File: src/rtl/fetch_stage.sv
// Instruction-fetch stage: owns the PC, picks the next PC from decode redirects,
// and holds the IF/ID pipeline register feeding decode.
module fetch_stage #(
  parameter int                    PC_WIDTH    = 10,
  parameter logic [PC_WIDTH-1:0]   RESET_PC    = '0,
  parameter logic [5:0]            HALT_OPCODE = 6'h3F,
  parameter int                    COUNT_WIDTH = 32
) (
  input  logic                   clk,
  input  logic                   rst,
  input  logic                   stall,
  input  logic                   PCSrc,
  input  logic [PC_WIDTH-1:0]    adderResult,
  input  logic                   jump,
  input  logic [PC_WIDTH-1:0]    jaddress,
  input  logic                   jr,
  input  logic [PC_WIDTH-1:0]    jr_target,
  input  logic [31:0]            imem_rdata,
  output logic [PC_WIDTH-1:0]    imem_addr,
  output logic [31:0]            instruction,
  output logic [PC_WIDTH-1:0]    PCPlus1,
  output logic                   valid_ID,
  output logic                   halted,
  output logic [COUNT_WIDTH-1:0] fetch_count
);

  localparam logic [0:0] ST_RUN  = 1'b0;
  localparam logic [0:0] ST_HALT = 1'b1;

  typedef struct packed {
    logic [31:0]         instr;
    logic [PC_WIDTH-1:0] pc_plus1;
    logic                vld;
  } ifid_t;

  logic [0:0]             state, state_nxt;
  logic [PC_WIDTH-1:0]    pc, pc_nxt, pc_plus1, target;
  logic [COUNT_WIDTH-1:0] cnt, cnt_nxt;
  ifid_t                  ifid, ifid_nxt;
  logic                   redirect, is_halt;

  assign imem_addr = pc;
  assign pc_plus1  = pc + 1'b1;
  assign redirect  = jr | jump | PCSrc;
  assign is_halt   = (imem_rdata[31:26] == HALT_OPCODE);

  // Fixed priority even though decode should only ever raise one of these.
  always_comb begin
    if (jr)        target = jr_target;
    else if (jump) target = jaddress;
    else           target = adderResult;
  end

  always_comb begin
    state_nxt = state;
    pc_nxt    = pc;
    cnt_nxt   = cnt;
    ifid_nxt  = ifid;
    case (state)
      ST_RUN: begin
        if (stall) begin
          // hold everything; decode re-presents any redirect after the stall
        end else if (redirect) begin
          pc_nxt   = target;
          ifid_nxt = '0;
        end else if (is_halt) begin
          ifid_nxt  = '0;
          state_nxt = ST_HALT;
        end else begin
          ifid_nxt = '{instr: imem_rdata, pc_plus1: pc_plus1, vld: 1'b1};
          pc_nxt   = pc_plus1;
          cnt_nxt  = cnt + 1'b1;
        end
      end
      default: begin
        // Halted: keep draining IF/ID with bubbles, ignore stall and redirects.
        ifid_nxt = '0;
      end
    endcase
  end

  always_ff @(posedge clk) begin
    if (rst) begin
      state <= ST_RUN;
      pc    <= RESET_PC;
      cnt   <= '0;
      ifid  <= '0;
    end else begin
      state <= state_nxt;
      pc    <= pc_nxt;
      cnt   <= cnt_nxt;
      ifid  <= ifid_nxt;
    end
  end

  assign instruction = ifid.instr;
  assign PCPlus1     = ifid.pc_plus1;
  assign valid_ID    = ifid.vld;
  assign halted      = (state == ST_HALT);
  assign fetch_count = cnt;

endmodule

File: config.mk
export PLATFORM = sky130hd
export DESIGN_NAME = fetch_stage
export DESIGN_NICKNAME = d
export VERILOG_FILES = /design/src/rtl/fetch_stage.sv
export SDC_FILE = /design/constraint.sdc
export NUM_CORES = 1
export LEC_CHECK = 0
export CORE_MARGIN = 3
export CORE_UTILIZATION = 47
export DETAILED_ROUTE_END_ITERATION = 12
export GPL_TIMING_DRIVEN = 1
export PLACE_DENSITY = 0.9
export REMOVE_ABC_BUFFERS = 1
export SKIP_LAST_GASP = 1
export SLEW_MARGIN = 20
export SYNTH_ARGS = -nofsm -noshare
export SYNTH_HDL_FRONTEND = slang
export SYNTH_SLANG_ARGS = --single-unit
File: constraint.sdc
create_clock -name clk -period 3.9 [get_ports clk]
set_input_delay 0.78 -clock clk [delete_from_list [all_inputs] [get_ports clk]]
set_output_delay 0.78 -clock clk [all_outputs]
set_load 0.02 [all_outputs]
==> results.py <==
metrics = {
    "run_status": {
        "outcome": "completed",
    },
    "cells_and_area": {
        "nNetsFinal": 668,
        "area_growth_pct": 46.5,
        "drive_gt1_share_pct": 5.64,
        "diodes": 0,
        "design_area_mm2": 0.00572,
    },
    "sta": {
        "worstMarginPinSlew_ns": 0.787,
        "fmax_ghz": 0.376,
        "skew_ns": 0.0114,
        "hold_violations": 0,
        "setup_tns_ns": 0,
        "finalMaxSlewViolations": 0,
        "fin_ws_ns": 1.24,
        "period_share_pct": 68.1,
        "slew_headroom_pct": 47.5,
        "rsz0062_at_grt": "false",
        "setup_viol": 0,
        "period_minus_slack_ns": 2.66,
    },
    "power_and_ir_drop": {
        "p_leak_nw": 1.98,
        "peakVddDrop_v": 0.000219,
        "total_power_mw": 1.88,
        "powerDensity_mw_per_mm2": 329,
    },
    "floorplanning": {
        "die_y_um": 97.1,
        "core_mm2": 0.00789,
        "start_util_pct": 49.5,
        "die-area_mm2": 0.00943,
        "rows": 32,
        "ios": 154,
        "die_x_um": 97.1,
    },
    "setup_path": {
        "reg2reg_to": "fetch_count[24]",
        "crit_start": "jr",
        "r2r_slack_ns": 1.87,
        "cp_data_arrival_time_ns": 2.89,
        "critPathCapture": "fetch_count[18]",
        "r2r-start": "fetch_count[4]",
        "cp-end-kind": "flop",
        "required_ns": 4.13,
        "crit_path_start_kind": "input pin",
        "cp_max_fo": 48,
        "critPathKind": "in2reg",
        "rr_worst_depth": 5,
    },
    "clocking": {
        "hold_buffers": 0,
        "cts.path.max_buffers": 2,
        "cts_sinks": 86,
        "htreeDepth": 3,
        "numCtsBuffers": 9,
        "post_cts_buffers": 0,
        "clk_latency_ns": 0.35,
        "cts_resized": 0,
        "clk_pin_slew_ns": 0.09,
        "cts_tree": "done",
        "root_buffer": "clkbuf_8",
    },
    "place": {
        "gp_congestion": 0.829,
        "hpwlAfterDp_mm": 8.16,
        "io_buffers": 153,
        "place_area_mm2": 0.00547,
        "pre_cts_slack_ns": 0.906,
    },
    "yosys": {
        "synth_edf_count": 0,
        "ys_types": 43,
        "yosys.area.top_type_share_pct": 44.1,
        "seq_area_frac_synth_pct": 44.1,
        "yosys_warnings": 0,
        "syn_area_mm2": 0.00390,
        "ys.flop_type": "dfxtp_1",
        "synth_seq_cells": 86,
        "synthArstFlopShare_pct": 0,
        "avgSynthCellArea_um2": 8.52,
        "synthMostInstantiatedCell": "dfxtp_1",
        "yosys-top-cells-count": "86 x dfxtp_1, 75 x nor2_1, 43 x a22oi_1",
        "synth.area.top_cells": "dfxtp_1 44%, a22oi_1 8.3%, nor2_1 7.2%",
        "yosysTopAreaCell": "dfxtp_1",
        "synth_cells": 458,
    },
    "route": {
        "wl_per_cell_um": 16.2,
        "drt_wl_total_mm": 11.4,
        "vias": 4044,
        "vias_per_cell": 5.74,
        "drt_iter0_markers": 228,
        "drc": 0,
        "firstDrtPassIters": 5,
        "ant_nets": 0,
    },
    "global_routing": {
        "antenna_found_initial": 0,
        "grt_max_degree": 49,
        "track_usage_pct": 24.0,
        "grt_pass1_vias": 3964,
        "grt_pass1_wl_mm": 19.1,
        "grt-ovfl-total": 0,
    },
    "job": {
        "drv_cap": 0,
    },
    "hold_path": {
        "hold_path.class": "reg2reg",
    },
}
## layer usage
layer  global-route usage, %  part of all wire, %
met1                    29.5                   39
met2                    41.6                   51
met3                    3.37                  6.8
met4                    11.0                  3.0
met5                       0                    0
## worst max-delay path, stage by stage
cell             delay [ns]
clkdlybuf4s50_1        0.41
buf_4                  0.20
nor4_4                 0.38
o21a_1                 0.21
buf_4                  0.43
and4_1                 0.28
xnor2_1                0.11
nor2_1                 0.05
## stage by stage
stage          util (%)  hold WS (ns)  instances
2_1_floorplan         -         0.533        427
3_3_place_gp       69.4         0.443        689
3_5_place_dp       69.4         0.449        689
4_1_cts            72.5         0.462        705
5_1_grt            72.5         0.494        705
6_report           72.5         0.460        705
## cell type report
class / instances / area, µm²
Sequential cell: 86 / 1720
Clock inverter: 7 / 120
Inverter: 7 / 26.3
Tap cell: 102 / 128
Timing Repair Buffer: 160 / 1580
Fill cell: 581 / 2170
Multi-Input combinational cell: 334 / 2010
Clock buffer: 9 / 124
## registers in the layout (all words and copies together) (netlist names)
register,flops
valid_ID,1
fetch_count,32
halted,1
imem_addr,10
PCPlus1,10
instruction,32
## report_power, final
| part | switching [mW] | leakage (nW) | total [mW] | internal (mW) |
|---|---|---|---|---|
| Clock | 0.331 | 0.120 | 0.760 | 0.429 |
| Sequential | 0.0162 | 0.695 | 0.907 | 0.891 |
| Combinational | 0.0987 | 1.16 | 0.213 | 0.114 |
| Total | 0.446 | 1.98 | 1.88 | 1.43 |
## cells by family (layout without fill, tap and decap cells)
| group | after synthesis | count (layout) | synth area share (%) |
|---|---|---|---|
| DFF | 86 | 86 | 44.1 |
| xor gates and xnor gates | 28 | 28 | 6.29 |
| and+or+nand+nor | 185 | 185 | 24.6 |
| adders and majority gates | 2 | 2 | 0.641 |
| AOI/OAI and AO/OA | 112 | 112 | 18.3 |
| buffers and inverters | 38 | 183 | 4.27 |
| muxes | 7 | 7 | 1.80 |
## placed cells by master, fill, tap and decap left out, drive strengths merged, types with 2 or more instances in the layout
master,synthesis,layout
ha,2,2
dfxtp,86,86
o31ai,3,3
nor3,11,11
a22oi,43,43
inv,7,9
a21oi,27,27
nand3,19,19
nor2,75,75
or2,4,4
nand2,25,25
nor2b,3,3
and4,5,5
o32ai,5,5
and3,2,2
nand3b,2,2
o21ai,27,27
clkdlybuf4s50,0,153
or3,12,12
xor2,10,10
bufinv,0,3
or4,2,2
buf,11,7
nor4,8,8
xnor2,18,18
nand4,15,15
mux2i,7,7
clkbuf,20,9
## worst min path at each step
stage / from / end / slack, ns / depth (start not counted)
2_1_floorplan: valid_ID / valid_ID / 0.53 / 2
3_3_place_gp: valid_ID / valid_ID / 0.44 / 2
3_5_place_dp: valid_ID / valid_ID / 0.45 / 2
4_1_cts: valid_ID / valid_ID / 0.46 / 2
5_1_grt: valid_ID / valid_ID / 0.49 / 2
6_report: valid_ID / valid_ID / 0.46 / 2
No activity file was read; power rests on OpenSTA's default activity.
